File: src/rtl/calc_pkg.sv
// Shared definitions for the keypad scanner, key filter and calculator core.
// Holds the debounce FSM encoding, key-code constants and the counter helper.
package calc_pkg;

  typedef enum logic [1:0] {
    ST_IDLE         = 2'd0,
    ST_PRESS_WAIT   = 2'd1,
    ST_HELD         = 2'd2,
    ST_RELEASE_WAIT = 2'd3
  } kf_state_e;

  localparam int unsigned CNT_W = 24;

  localparam logic [3:0] KEY_0   = 4'h0;
  localparam logic [3:0] KEY_1   = 4'h1;
  localparam logic [3:0] KEY_2   = 4'h2;
  localparam logic [3:0] KEY_3   = 4'h3;
  localparam logic [3:0] KEY_4   = 4'h4;
  localparam logic [3:0] KEY_5   = 4'h5;
  localparam logic [3:0] KEY_6   = 4'h6;
  localparam logic [3:0] KEY_7   = 4'h7;
  localparam logic [3:0] KEY_8   = 4'h8;
  localparam logic [3:0] KEY_9   = 4'h9;
  localparam logic [3:0] KEY_ADD = 4'hA;
  localparam logic [3:0] KEY_SUB = 4'hB;
  localparam logic [3:0] KEY_MUL = 4'hC;
  localparam logic [3:0] KEY_DIV = 4'hD;
  localparam logic [3:0] KEY_EQ  = 4'hE;
  localparam logic [3:0] KEY_CLR = 4'hF;

  // Saturating increment: the debounce counter must never wrap back to zero.
  function automatic logic [CNT_W-1:0] sat_inc(input logic [CNT_W-1:0] v);
    logic [CNT_W-1:0] r;
    if (v == {CNT_W{1'b1}}) begin
      r = v;
    end else begin
      r = v + 24'd1;
    end
    return r;
  endfunction

endpackage

File: src/rtl/sync_2ff.sv
// Two-flop synchronizer for asynchronous inputs, with a per-bit reset value
// so idle lines come out of reset in their inactive state.
module sync_2ff #(
  parameter int unsigned  W       = 1,
  parameter logic [W-1:0] RST_VAL = '0
) (
  input  logic         Clk,
  input  logic         Rst,
  input  logic [W-1:0] i_d,
  output logic [W-1:0] o_q
);

  logic [W-1:0] r_meta;

  // Two-stage capture of the raw inputs.
  always_ff @(posedge Clk or posedge Rst) begin
    if (Rst) begin
      r_meta <= RST_VAL;
      o_q    <= RST_VAL;
    end else begin
      r_meta <= i_d;
      o_q    <= r_meta;
    end
  end

endmodule

File: src/rtl/key_filter.sv
// Keypad debouncer: accepts a press or release only after DEB_CYCLES stable
// synchronized cycles, then emits one key_valid pulse per accepted press.
module key_filter
  import calc_pkg::*;
#(
  parameter int unsigned DEB_CYCLES = 1000000
) (
  input  logic       Clk,
  input  logic       Rst,
  input  logic       key_in,
  input  logic [3:0] key_code,
  output logic       key_valid,
  output logic [3:0] key_value,
  output logic       key_held
);

  localparam logic [CNT_W-1:0] LP_LAST = CNT_W'(DEB_CYCLES - 1);

  logic [4:0]       w_sync;
  logic             w_key_in;
  logic [3:0]       w_code;

  kf_state_e        r_state;
  kf_state_e        w_state_nxt;
  logic [CNT_W-1:0] r_cnt;
  logic [CNT_W-1:0] w_cnt_nxt;
  logic [3:0]       r_cand;
  logic [3:0]       w_cand_nxt;
  logic             w_valid_nxt;
  logic [3:0]       w_value_nxt;
  logic             w_held_nxt;

  sync_2ff #(
    .W       (5),
    .RST_VAL (5'b1_0000)
  ) u_sync (
    .Clk (Clk),
    .Rst (Rst),
    .i_d ({key_in, key_code}),
    .o_q (w_sync)
  );

  assign w_key_in = w_sync[4];
  assign w_code   = w_sync[3:0];

  // Next-state, counter, candidate and output decode.
  always_comb begin
    w_state_nxt = r_state;
    w_cnt_nxt   = r_cnt;
    w_cand_nxt  = r_cand;
    w_valid_nxt = 1'b0;
    w_value_nxt = key_value;
    case (r_state)
      ST_IDLE: begin
        if (!w_key_in) begin
          w_state_nxt = ST_PRESS_WAIT;
          w_cnt_nxt   = 24'd0;
          w_cand_nxt  = w_code;
        end else begin
          w_state_nxt = ST_IDLE;
        end
      end
      ST_PRESS_WAIT: begin
        if (w_key_in) begin
          w_state_nxt = ST_IDLE;
          w_cnt_nxt   = 24'd0;
        end else if (w_code != r_cand) begin
          w_cand_nxt = w_code;
          w_cnt_nxt  = 24'd0;
        end else if (r_cnt >= LP_LAST) begin
          w_state_nxt = ST_HELD;
          w_cnt_nxt   = 24'd0;
          w_value_nxt = r_cand;
          w_valid_nxt = 1'b1;
        end else begin
          w_cnt_nxt = sat_inc(r_cnt);
        end
      end
      ST_HELD: begin
        // Code changes while still held are deliberately ignored.
        if (w_key_in) begin
          w_state_nxt = ST_RELEASE_WAIT;
          w_cnt_nxt   = 24'd0;
        end else begin
          w_state_nxt = ST_HELD;
        end
      end
      ST_RELEASE_WAIT: begin
        if (!w_key_in) begin
          w_state_nxt = ST_HELD;
          w_cnt_nxt   = 24'd0;
        end else if (r_cnt >= LP_LAST) begin
          w_state_nxt = ST_IDLE;
          w_cnt_nxt   = 24'd0;
        end else begin
          w_cnt_nxt = sat_inc(r_cnt);
        end
      end
      default: begin
        w_state_nxt = ST_IDLE;
        w_cnt_nxt   = 24'd0;
      end
    endcase
    w_held_nxt = (w_state_nxt == ST_HELD) || (w_state_nxt == ST_RELEASE_WAIT);
  end

  // State and registered outputs.
  always_ff @(posedge Clk or posedge Rst) begin
    if (Rst) begin
      r_state   <= ST_IDLE;
      r_cnt     <= 24'd0;
      r_cand    <= 4'h0;
      key_valid <= 1'b0;
      key_value <= 4'h0;
      key_held  <= 1'b0;
    end else begin
      r_state   <= w_state_nxt;
      r_cnt     <= w_cnt_nxt;
      r_cand    <= w_cand_nxt;
      key_valid <= w_valid_nxt;
      key_value <= w_value_nxt;
      key_held  <= w_held_nxt;
    end
  end

endmodule
File: config.mk
export PLATFORM = sky130hd
export DESIGN_NAME = key_filter
export DESIGN_NICKNAME = d
export VERILOG_FILES = /design/src/rtl/calc_pkg.sv /design/src/rtl/sync_2ff.sv /design/src/rtl/key_filter.sv
export SDC_FILE = /design/constraint.sdc
export NUM_CORES = 1
export LEC_CHECK = 0
export CORE_MARGIN = 5
export CORE_UTILIZATION = 55
export DETAILED_ROUTE_END_ITERATION = 8
export PLACE_DENSITY = 0.85
export SYNTH_ARGS = -nofsm -noshare
export SYNTH_HDL_FRONTEND = slang
export SYNTH_SLANG_ARGS = --single-unit
File: constraint.sdc
create_clock -name Clk -period 2.8 [get_ports Clk]
set_clock_uncertainty 0.2 [all_clocks]
set_input_delay 0.42 -clock Clk [delete_from_list [all_inputs] [get_ports Clk]]
set_output_delay 0.42 -clock Clk [all_outputs]
set_load 0.02 [all_outputs]
Word-level counts from Yosys, hierarchy flattened
Cells that the tools add are included.
- word-level logic and storage cells: 53
- output and inout port bits: 6
- register bits: 46
- input bits: 7
- bitwise operators: 2
- magnitude comparators: 1
- equality and inequality tests: 11
- add/sub/neg operators: 1
- reduce and logical (&&, ||, !) cells: 6
- multiplexer cells: 24
- operator list (cell ; number):
    24-bit two-way mux ; 7
    24-bit one-hot mux with 4 select lines ; 1
    24-bit by 1-bit adder with 24-bit output, second input constant ; 1
    24-bit == test, second input constant ; 1
    24-bit by 20-bit >= comparator with 1-bit output, second input constant ; 1
    4-bit two-way mux ; 3
    2-bit two-way mux ; 5
    2-bit == test, second input constant ; 4
    2-bit one-hot mux with 4 select lines ; 1
    4-bit one-hot mux with 2 select lines ; 1
    4-bit AND reduction ; 2
    1-bit two-way mux ; 6
    2-bit != test, second input constant ; 3
    4-bit != test ; 1
    2-bit by 1-bit == test with 1-bit output, second input constant ; 1
    2-bit logical NOT ; 1
    2-bit by 1-bit != test with 1-bit output, second input constant ; 1
    1-bit inverter ; 2
    2-bit AND reduction ; 1
    2-bit nonzero test ; 1
    1-bit logical OR ; 1

Longest topological paths before layout
Gate-level depths: netlist of run 1.
- depth in word-level cells: 7
- depth in mapped cells: 9
- depth with buffers taken out: 7

By module
From an unflattened synthesis of run 1, not the netlist that was laid out.
- cells, all modules: 200
- area, all modules: 2098.3 um^2
- by module, submodules not included (module ; sequential area each (um^2) ; cells an instance ; area an instance (um^2) ; instances):
    key_filter ; 875.8 ; 189 ; 1841.8 ; 1
    sync_2ff ; 252.7 ; 11 ; 256.5 ; 1

Worst setup path before layout of run 1
OpenSTA, ideal clock, no wires.
- kind: reg-to-reg
- start point: register r_cnt[13]
- end point: register r_cnt[1]
- path buffers: 2
- data arrival time: 1860 ps
- data required time: 2479 ps
- library setup time: 121 ps
- stages on the path, launching flop included: 8
- path slack: 619 ps
- clock period less this slack: 2181 ps
- cells stage by stage: dfrtp_1 -> or4_1 -> nor3_2 -> a211oi_1 -> and2_4 -> buf_6 -> buf_6 -> a22o_1
- cells in the longest elaborated chain, start to end: 6
- elaborated cells between the ends (all ways): 8
- classes of those cells: order compare: 1; eq/ne: 1; mux: 6
- ends and longest elaborated chain (item ; line ; source):
    start: declaration ; key_filter.sv:25 ; logic [CNT_W-1:0] r_cnt;
    start signal: assignment ; key_filter.sv:118 ; r_cnt <= w_cnt_nxt;
    branches (longest 2 deep; another with 24-bit by 20-bit >= comparator with 1-bit output) ; - ;
    24-bit two-way mux (*) ; key_filter.sv:92 ; end else if (r_cnt >= LP_LAST) begin
    24-bit two-way mux ; key_filter.sv:67 ; end else if (w_code != r_cand) begin
    24-bit two-way mux ; key_filter.sv:64 ; if (w_key_in) begin
    24-bit one-hot mux with 4 select lines (*) ; key_filter.sv:53 ; case (r_state)
Every way passes the cells marked *.
A chain may end at the register's enable or synchronous reset.

Worst setup path in the final report of run 1
- start point: register r_cnt[9]
- end point: register r_cnt[18]
- cells in the longest elaborated chain, start to end: 6
- elaborated cells between the ends (all ways): 9
- classes of those cells: add/sub: 1; order compare: 1; eq/ne: 1; mux: 6
- ends and longest elaborated chain (item ; line ; source):
    24-bit by 1-bit adder with 24-bit output or 24-bit == test (tied branches) ; calc_pkg.sv:37, calc_pkg.sv:34 ;
    24-bit two-way mux ; calc_pkg.sv:34 ; if (v == {CNT_W{1'b1}}) begin
    24-bit two-way mux (*) ; key_filter.sv:92 ;
    24-bit two-way mux ; key_filter.sv:67 ;
    24-bit two-way mux ; key_filter.sv:64 ;
    24-bit one-hot mux with 4 select lines (*) ; key_filter.sv:53 ;
Mark *: on every way between the ends. The rest lies on a longest branch, timed or not.

==> metrics, run 1 <==
area grow syn2layout 11.1%; Peak VDD IR 407 µV; GRT met3 Usage 0.0337; post-detail-place hpwl between 2 and 3 mm; synth unique cells 43; Slew HR 0.534; Post-Synth XOR/XNOR Area 0.0209; remaining routing DRC violations 0; clock latency at the later pin of the worst-skew pair roughly 0.30 ns; Die Width around 72 µm; filler cell count 287; main combinational cell family by area after synthesis simple AND/OR/NAND/NOR gates; drt wl/cell about 15 µm; busiest layer in global routing met2; # diodes 0; gp weighted congestion around 0.87; Synth Area in Compound Gates 0.166; final hold vios 0; worst-path fanout max 29; syn nets between 200 and 250; GRT Resource Usage Total 0.170; Clock Tree Buf Depth 2; Setup Buffers After CTS 0; I/O pin cnt 13; critical path class flip-flop to flip-flop; DRT Pass-1 Iters 5; reg2reg path depth 6; startpoint types flip-flop; top cell type by total area after synthesis dfrtp_1; pin count of the biggest net entering global routing 46; crit-path max cell delay 0.53 ns; multiplexer share of the synthesized area 0.0431; ys async rst share 1.00; synthesized instance count roughly 200; Worst path slowest cell or4bb_1; yosys warns 0; FF+latch count, synth 45; Worst EP required approximately 2.8 ns; Crit path max-delay family simple AND/OR/NAND/NOR gates; RSZ-0062 raised after global routing false; Max Clock Freq around 420 MHz; Die H a little over 70 µm; WL final between 3 and 4 mm; global-route congestion overflow total 0; die area between 5000 and 6000 µm²; via count around 1600; CTS tree yes; vias in the first global route ~1500; Final setup viols 0; top cell type's share of synthesized area 0.515; Synth Area in Simple Gates 0.192; cts hold-fix bufs 0; Post-synth EDFFs 0; Rows 22; Post-Syn Area about 2100 µm²; Reg clk slew, reported paths 0.09 ns; first-pass GRT wire length 6.76 mm; H-tree levels 2; status finished clean; Port Buf Inserts 12; period utilization 0.842; Top FF cell, synth dfrtp_1; ratio of cells with drive above 1 in the final layout 0.0981; GRT met1 Usage 0.230; CP endpoint kind flip-flop; Core Util, Final 0.634; vias per cell about 6; Post-CTS Resized 0; Root Buffer Master clkbuf_8; most numerous cell in the Yosys netlist dfrtp_1; synth cell count leaders dfrtp_1, nand3_1, nand2_1; Area contributors post-synth dfrtp_1, a31oi_1, nand3_1; synthesized area per cell 10.5 µm²; Period minus WS final 2.36 ns; Worst Path Arrival around 2.4 ns; clk sink count 45; Nets about 220; Synth Area in Adders 0.00598; worst-path cell chain or4bb_1 -> nor3_2 -> a211oi_1 -> and2_4 -> and3_1 -> a211o_1; Placeable Area approximately 3700 µm²; leak pwr between 0.0009 and 0.001 µW; sequential cell area fraction in the yosys report 0.540; met2 Use GR 0.257; Setup Total Neg Slack 0 ns; Post-DRT Antenna Nets 0; critical path depth 6; Worst Path Buf+Inv 0; number of antenna violations at the first check in global routing 0; Initial Util 0.571; CTS buffer count 5; # Max-Cap Violations 0; WHS Path Cells 0; Tightest Hold Check Type flip-flop to flip-flop; Final Max Slew Viols 0; Slew @ Worst Pin roughly 0.7 ns; pwr/cell area about 480 nW/µm²; Starting DRT DRC Count between 150 and 200
==> cells by family (layout without fill, tap and decap cells) <==
logic type                 count (synthesis)  count (layout)
AOI/OAI and AO/OA                         54              54
DFF                                       45              45
muxes                                      8               8
xor gates and xnor gates                   5               5
adders and majority gates                  1               1
and+or+nand+nor                           74              74
buffers and inverters                     12              27
==> path summary, 6_finish.rpt <==
path | from | to | slack (ns)
max | r_cnt[9] | r_cnt[18] | 0.44
min | u_sync.r_meta[0] | u_sync.o_q[0] | 0.15
max reg2reg | r_cnt[9] | r_cnt[18] | 0.44
min reg2reg | u_sync.r_meta[0] | u_sync.o_q[0] | 0.15
max in group asynchronous | Rst | u_sync.o_q[4] | 1.67
min in group asynchronous | Rst | r_state[0] | 0.36
==> per-layer routing <==
layer  wire [µm]  up-vias  part of all wire
met1        1820      756              0.47
met4         103        0             0.026
met3         183       11             0.047
li1            -      765                 -
met5           0        -                 0
met2        1800       36              0.46
==> report_power, final <==
| part | internal [µW] | switching [µW] | leakage (µW) |
|---|---|---|---|
| sequential | 665 | 10.7 | 0.000592 |
| clock | 172 | 213 | 0.0000439 |
| combinational | 24.7 | 32.3 | 0.000328 |
==> flip-flops by register name, summed over array words and instances (netlist names) <==
register       count
key_valid          1
key_held           1
r_cnt             24
r_cand             4
u_sync.r_meta      5
key_value          4
r_state            1
u_sync.o_q         5
==> worst reg2reg max path: cells and delay by family, from the launching register on <==
family	cells	cell delay, ns
DFF	1	0.52
AOI/OAI and AO/OA	2	0.38
and+or+nand+nor	4	1.15
==> metrics by stage <==
step | instance area (µm²) | hold slack [ns] | std cells | power [µW] | setup WS (ns)
floorplan | 2090 | 0.131 | 199 | 727 | 0.619
global placement | 2240 | 0.133 | 254 | 744 | 0.510
detailed placement | 2240 | 0.135 | 254 | 746 | 0.465
CTS | 2320 | 0.153 | 262 | 1130 | 0.455
global route | 2320 | 0.163 | 262 | 1160 | 0.281
finish | 2320 | 0.151 | 262 | 1120 | 0.443
==> cells in the final DEF, fill, tap and decap left out, types with 4 or more instances in the layout <==
cell	netlist	routed
nand2b_1	4	4
a31oi_1	12	12
dfrtp_1	43	43
o21ai_1	6	6
and2_1	4	4
clkbuf_8	0	5
inv_1	5	4
a41oi_1	6	6
a21oi_1	12	12
o21ai_0	6	6
xnor2_1	4	4
mux2_1	4	4
nand3_1	15	15
and3_1	5	5
mux2_2	4	4
nand2_1	13	13
nor3_1	4	4
nand4_1	4	4
nor4_1	4	4
nor2_1	8	8
clkdlybuf4s50_1	0	12
==> layout make-up <==
cell class	instances	area, µm²	share of cell area
Tap cell	48	60.1	0.0259
Timing Repair Buffer	14	135	0.0582
Sequential cell	45	1130	0.486
Multi-Input combinational cell	142	893	0.385
Clock inverter	3	17.5	0.00754
Inverter	5	18.8	0.00808
Clock buffer	5	68.8	0.0296
Power figures use the tool's default switching activity.
==> inputs of run 2 (changes only) <==
Settings changed: CORE_UTILIZATION 55 to 52, PLACE_DENSITY 0.85 to 0.84.
Clock period 2.8 ns to 2.15 ns, I/O delays scaled along.
==> run 2 against run 1 <==
Against the previous run:
- the run now ends with negative setup slack left
- power grew 47%
- worst hold slack lost 0.067 ns
- register-to-register slack lost 0.56 ns
- global-route usage grew 3.4 points
- non-clock buffer count grew 34
- die area grew 5.0%
- critical path type unchanged
- largest cell class unchanged
==> metrics, run 2 (synthesized netlist as in run 1, its figures left out) <==
RSZ-0062 raised after global routing true (was false); Core Util, Final 0.715 (was 0.634); reg2reg path depth 7 (was 6); Total Power 1650 µW (was 1120 µW); placed insts 285 (was 254); commonest non-fill, non-tap cell in the layout dfrtp_1 (unchanged); worst-path cell chain or4bb_1 -> nor3_2 -> a211oi_2 -> nand2_2 -> buf_4 -> o21ai_1 -> a22o_1 (was or4bb_1 -> nor3_2 -> a211oi_1 -> and2_4 -> and3_1 -> a211o_1); vias per cell 6.36 (was 5.98); Reg clk slew, reported paths 0.09 ns (about the same); WL final 5.43 mm (was 3.90 mm); crit-path max cell delay 0.52 ns (was 0.53 ns); area grow syn2layout 34.8% (was 11.1%); clock latency at the later pin of the worst-skew pair 0.31 ns (was 0.30 ns); H-tree levels 2 (unchanged); Top reg by flops r_cnt (unchanged); Die Width 73.4 µm (was 71.7 µm); clk sink count 45 (unchanged); Slew @ Worst Pin 0.700 ns (was 0.698 ns); Port Buf Inserts 12 (unchanged); drt wl/cell 18.2 µm (was 14.9 µm); reg2reg end r_cnt[14] (was r_cnt[18]); PnR worst setup slack -0.113 ns (was 0.443 ns); Slew HR 0.533 (was 0.534); # diodes 0 (unchanged); Multi-input gate area 1060 µm² (was 893 µm²); Post-DRT Antenna Nets 0 (unchanged); Worst path slowest cell or4bb_1 (unchanged); FF/Latch Area 1130 µm² (about the same); Starting DRT DRC Count 263 (was 167); Root Buffer Master clkbuf_8 (unchanged); die area 5390 µm² (was 5130 µm²); failing checks negative setup slack; Die H 73.4 µm (was 71.7 µm); final hold vios 0 (unchanged); largest registers r_cnt x24, u_sync.o_q x5, u_sync.r_meta x5 (unchanged); Worst EP required 2.16 ns (was 2.79 ns); gp weighted congestion 0.935 (was 0.869); post-detail-place hpwl 3.14 mm (was 2.64 mm); Setup Total Neg Slack -1.13 ns (was 0 ns); CTS buffer count 5 (unchanged); Tightest Hold Check Type input pin to asynchronous set/reset pin (was flip-flop to flip-flop); vias in the first global route 1764 (was 1477); Setup crit end r_cnt[14] (was r_cnt[18]); max FFs per register 24 (unchanged); Worst Setup SP r_cnt[8] (was r_cnt[9]); Placeable Area 3940 µm² (was 3660 µm²); pwr/cell area 584 nW/µm² (was 481 nW/µm²); Nets 256 (was 221); Worst Path Arrival 2.27 ns (was 2.35 ns); critical path class flip-flop to flip-flop (unchanged); period utilization 1.05 (was 0.842); Rows 23 (was 22); FF-to-FF Start r_cnt[8] (was r_cnt[9]); CTS tree yes (unchanged); leak pwr 0.00121 µW (was 0.000964 µW); pre-CTS WS -0.0447 ns (was 0.465 ns); pin count of the biggest net entering global routing 17 (was 46); Peak VDD IR 441 µV (was 407 µV); remaining routing DRC violations 0 (unchanged); final cell count without fillers 299 (was 262); Final setup viols 22 (was 0); I/O pin cnt 13 (unchanged); status finished, violations left (was finished clean); # Max-Cap Violations 0 (unchanged); via count 1902 (was 1568); Max Clock Freq 442 MHz (was 424 MHz); Clock Tree Buf Depth 2 (unchanged); first-pass GRT wire length 8.46 mm (was 6.76 mm); CP endpoint kind flip-flop (unchanged); cts hold-fix bufs 0 (unchanged); Period minus WS final 2.26 ns (was 2.36 ns); ratio of cells with drive above 1 in the final layout 0.345 (was 0.0981); commonest cells after routing, fill and taps aside dfrtp_1, buf_4, nand3_1 (was dfrtp_1, nand3_1, nand2_1); worst-path fanout max 8 (was 29); R2R Setup Slk -0.11 ns (was 0.44 ns); Initial Util 0.530 (was 0.571); GRT Resource Usage Total 0.203 (was 0.170); filler cell count 256 (was 287); global-route congestion overflow total 0 (unchanged); startpoint types flip-flop (unchanged); Final Max Slew Viols 0 (unchanged); number of antenna violations at the first check in global routing 0 (unchanged); DRT Pass-1 Iters 4 (was 5)
==> run 2: stage by stage <==
| step | hold WS (ns) | cell area, µm² |
|---|---|---|
| CTS | 0.0968 | 2690 |
| global placement | 0.132 | 2470 |
| floorplan | 0.127 | 2100 |
| detailed placement | 0.137 | 2470 |
| global route | 0.124 | 2820 |
| finish | 0.0836 | 2820 |
==> run 2: what timing repair did <==
item | 4_1_cts | 5_1_grt
endpoints found under the setup margin | 16 | 27
setup buffers | 2 | 3
resized for setup | 15 | 24
cloned | 1 | 0
pin swaps | 7 | 6
==> run 2: where the power goes <==
part           switching (µW)  total [µW]  internal, µW
Sequential               15.9         882           866
Combinational            50.9        93.0          42.1
Clock                     317         673           356
==> run 2: final cells by class <==
cell class	count	area share
Clock buffer	5	0.0244
Clock inverter	3	0.0178
Inverter	5	0.00666
Multi-Input combinational cell	143	0.377
Sequential cell	45	0.401
Tap cell	50	0.0222
Timing Repair Buffer	48	0.151
==> run 2: worst min-delay path by stage <==
stage | start | to | slack [ns]
after floorplan | key_in | u_sync.r_meta[4] | 0.13
after global placement | u_sync.r_meta[1] | u_sync.o_q[1] | 0.13
after detailed placement | u_sync.r_meta[3] | u_sync.o_q[3] | 0.14
after CTS | Rst | u_sync.o_q[2] | 0.1
after global routing | Rst | r_cnt[8] | 0.12
final | Rst | r_cnt[8] | 0.08
==> run 2: per-layer routing <==
| layer | global-route usage | part of all wire |
|---|---|---|
| met1 | 0.272 | 0.40 |
| met2 | 0.331 | 0.50 |
| met3 | 0.0356 | 0.079 |
| met4 | 0.0785 | 0.020 |
| met5 | 0 | 0 |
==> run 2: worst max-delay path: cells and delay by family, from the launching register on <==
kind / cells / cell delay (ns)
AND/OR/NAND/NOR: 3 / 0.97
buffers and inverters: 1 / 0.14
AO/OA/AOI/OAI: 3 / 0.45
flip-flops: 1 / 0.39
==> inputs of run 3 (changes only) <==
Settings changed: ABC_AREA from default to 1, CORE_UTILIZATION 52 to 54, PLACE_DENSITY 0.84 to 0.86, SYNTH_HIERARCHICAL from default to 1.
==> run 3 against run 2 <==
Against the previous run:
- the run now ends clean
- area after synthesis grew 19%
- highest routed layer unchanged
- sequential power grew 1%
- register-to-register slack gained 0.26 ns
- via count grew 12%
- critical path depth grew 3
- critical endpoint is now r_cnt[1]
- die area grew 12%
- non-clock buffer count shrank 34
- worst hold slack gained 0.028 ns
- combinational power grew 38%
- wire length shrank 7.0%
- critical path type unchanged
- design area shrank 2.6%
==> metrics, run 3 <==
status finished clean (was finished, violations left); Post-Syn Area 2480 µm² (was 2090 µm²); Slew @ Worst Pin 0.463 ns (was 0.700 ns); Post-DRT Antenna Nets 0 (unchanged); yosys warns 6 (was 0); number of antenna violations at the first check in global routing 0 (unchanged); critical path depth 10 (was 7); final cell count without fillers 407 (was 299); Die H 77.8 µm (was 73.4 µm); reg2reg path depth 10 (was 7); Post-synth EDFFs 0 (unchanged); clk sink count 45 (unchanged); Die Width 77.8 µm (was 73.4 µm); vias in the first global route 2017 (was 1764); # Max-Cap Violations 0 (unchanged); synthesized area per cell 7.34 µm² (was 10.5 µm²); critical path class flip-flop to flip-flop (unchanged); Slew HR 0.691 (was 0.533); Area contributors post-synth dfrtp_1, nand2_1, inv_1 (was dfrtp_1, a31oi_1, nand3_1); # diodes 0 (unchanged); Final Max Slew Viols 0 (unchanged); top cell type by total area after synthesis dfrtp_1 (unchanged); crit-path max cell delay 0.38 ns (was 0.52 ns); sequential cell area fraction in the yosys report 0.455 (was 0.540); Port Buf Inserts 12 (unchanged); startpoint types flip-flop (unchanged); clock latency at the later pin of the worst-skew pair 0.30 ns (was 0.31 ns); final hold vios 0 (unchanged); Placeable Area 4410 µm² (was 3940 µm²); Starting DRT DRC Count 204 (was 263); Top FF cell, synth dfrtp_1 (unchanged); vias per cell 5.26 (was 6.36); synth unique cells 28 (was 43); cts hold-fix bufs 0 (unchanged); global-route congestion overflow total 0 (unchanged); post-detail-place hpwl 3.86 mm (was 3.14 mm); Worst EP required 2.13 ns (was 2.16 ns); synth cell count leaders nand2_1, inv_1, dfrtp_1 (was dfrtp_1, nand3_1, nand2_1); period utilization 0.932 (was 1.05); Multi-input gate area 1120 µm² (was 1060 µm²); syn nets 346 (was 207); GRT Resource Usage Total 0.181 (was 0.203); Peak VDD IR 450 µV (was 441 µV); top cell type's share of synthesized area 0.433 (was 0.515); Worst path slowest cell dfrtp_1 (was or4bb_1); worst-path cell chain ha_1 -> nand3_2 -> inv_2 -> nand2_4 -> nor2_2 -> nand3_2 -> nand2_1 -> nand2_1 -> o21ai_0 -> nor2_1 (was or4bb_1 -> nor3_2 -> a211oi_2 -> nand2_2 -> buf_4 -> o21ai_1 -> a22o_1); Post-Synth XOR/XNOR Area 0.0106 (was 0.0209); WL final 5.05 mm (was 5.43 mm); Crit path max-delay family simple AND/OR/NAND/NOR gates (unchanged); die area 6050 µm² (was 5390 µm²); DRT Pass-1 Iters 4 (unchanged); Worst Path Arrival 1.99 ns (was 2.27 ns); area post-placement 2650 µm² (was 2470 µm²); main combinational cell family by area after synthesis simple AND/OR/NAND/NOR gates (unchanged); remaining routing DRC violations 0 (unchanged); Initial Util 0.562 (was 0.530); filler cell count 380 (was 256); RSZ-0062 raised after global routing true (unchanged); Final Cell Area 2750 µm² (was 2820 µm²); Synth Area in Adders 0.00504 (was 0.00598); pwr/cell area 577 nW/µm² (was 584 nW/µm²); largest registers r_cnt x24, u_sync/o_q x5, u_sync/r_meta x5 (was r_cnt x24, u_sync.o_q x5, u_sync.r_meta x5); leak pwr 0.00132 µW (was 0.00121 µW); multiplexer share of the synthesized area 0 (was 0.0431); Period minus WS final 2.00 ns (was 2.26 ns); Top reg by flops r_cnt (unchanged); I/O pin cnt 13 (unchanged); Synth Area in Compound Gates 0.0464 (was 0.166); FF+latch count, synth 45 (unchanged); first-pass GRT wire length 8.90 mm (was 8.46 mm); synthesized instance count 338 (was 199); Setup Total Neg Slack 0 ns (was -1.13 ns); ys async rst share 1.00 (unchanged); Final setup viols 0 (was 22); drt wl/cell 12.4 µm (was 18.2 µm); H-tree levels 2 (unchanged); max FFs per register 24 (unchanged); CTS tree yes (unchanged); commonest non-fill, non-tap cell in the layout nand2_1 (was dfrtp_1); Post-CTS Resized 0 (was 15); Clock Tree Buf Depth 2 (unchanged); ratio of cells with drive above 1 in the final layout 0.110 (was 0.345); FF/Latch Area 1130 µm² (about the same); Tightest Hold Check Type input pin to asynchronous set/reset pin (unchanged); pin count of the biggest net entering global routing 36 (was 17); Max Clock Freq 499 MHz (was 442 MHz); Root Buffer Master clkbuf_8 (unchanged); Total Power 1580 µW (was 1650 µW); via count 2139 (was 1902); CP endpoint kind flip-flop (unchanged); Worst Path Buf+Inv 1 (unchanged); worst-path fanout max 13 (was 8); Rows 24 (was 23); Reg clk slew, reported paths 0.08 ns (was 0.09 ns); CTS buffer count 5 (unchanged); Setup Buffers After CTS 0 (was 2); area grow syn2layout 10.6% (was 34.8%); gp weighted congestion 0.883 (was 0.935); Nets 362 (was 256); placed insts 399 (was 285); most numerous cell in the Yosys netlist nand2_1 (was dfrtp_1); Synth Area in Simple Gates 0.390 (was 0.192); commonest cells after routing, fill and taps aside nand2_1, inv_1, dfrtp_1 (was dfrtp_1, buf_4, nand3_1)
-- run 3: cell count changes after synthesis, moves of 5 or more --
cell     previous run  this run
a21oi_1            12         1
a31oi_1            12         0
a41oi_1             6         0
and3_1              5         0
inv_1               5        45
inv_2               0         7
nand2_1            13       108
nand3_1            15        28
nand4_1             4        10
nor2_1              8        36
nor2_2              0         6
o21ai_0             6        13
-- run 3: path summary, 6_finish.rpt --
path | from | end | slack, ns
min reg2reg | u_sync/r_meta[2] | u_sync/o_q[2] | 0.16
max | r_cnt[0] | r_cnt[1] | 0.15
min in group Clk | u_sync/r_meta[2] | u_sync/o_q[2] | 0.16
max in group asynchronous | Rst | r_cnt[5] | 1.19
max reg2reg | r_cnt[0] | r_cnt[1] | 0.15
min | Rst | u_sync/o_q[1] | 0.11
-- run 3: power by group --
part	leakage, µW	internal (µW)	switching [µW]
clock network	0.0000518	267	295
logic	0.000680	42.0	85.7
registers	0.000593	873	21.4
-- run 3: cells by family (layout without fill, tap and decap cells) --
kind of cell / count (synthesis) / after routing
AO/OA/AOI/OAI: 23 / 23
XOR/XNOR: 3 / 3
adder cells (fa/ha/maj): 1 / 1
buffers and inverters: 57 / 74
flip-flops: 45 / 45
AND/OR/NAND/NOR: 209 / 209
-- run 3: layout make-up --
cell class / count / share of cell area
clock buffers: 6 / 0.0301
clock inverters: 2 / 0.00638
inverters: 52 / 0.0711
multi-input cells: 236 / 0.409
flip-flops and latches: 45 / 0.411
well taps: 52 / 0.0237
repair buffers: 14 / 0.0492
-- run 3: per-stage QoR --
stage / setup slack, ns / hold slack, ns / utilization
2_1_floorplan: 0.439 / -0.0388 / -
3_3_place_gp: 0.237 / 0.133 / 0.599
3_5_place_dp: 0.162 / 0.137 / 0.599
4_1_cts: 0.152 / 0.117 / 0.622
5_1_grt: -0.0203 / 0.133 / 0.622
6_report: 0.146 / 0.111 / 0.622
-- run 3: metal layers --
| layer | share of wire | up-vias | track usage |
|---|---|---|---|
| met4 | 0.021 | 0 | 0.0756 |
| met5 | 0 | - | 0 |
| met1 | 0.44 | 972 | 0.230 |
| met2 | 0.48 | 68 | 0.295 |
| met3 | 0.060 | 12 | 0.0417 |
| li1 | - | 1087 | - |
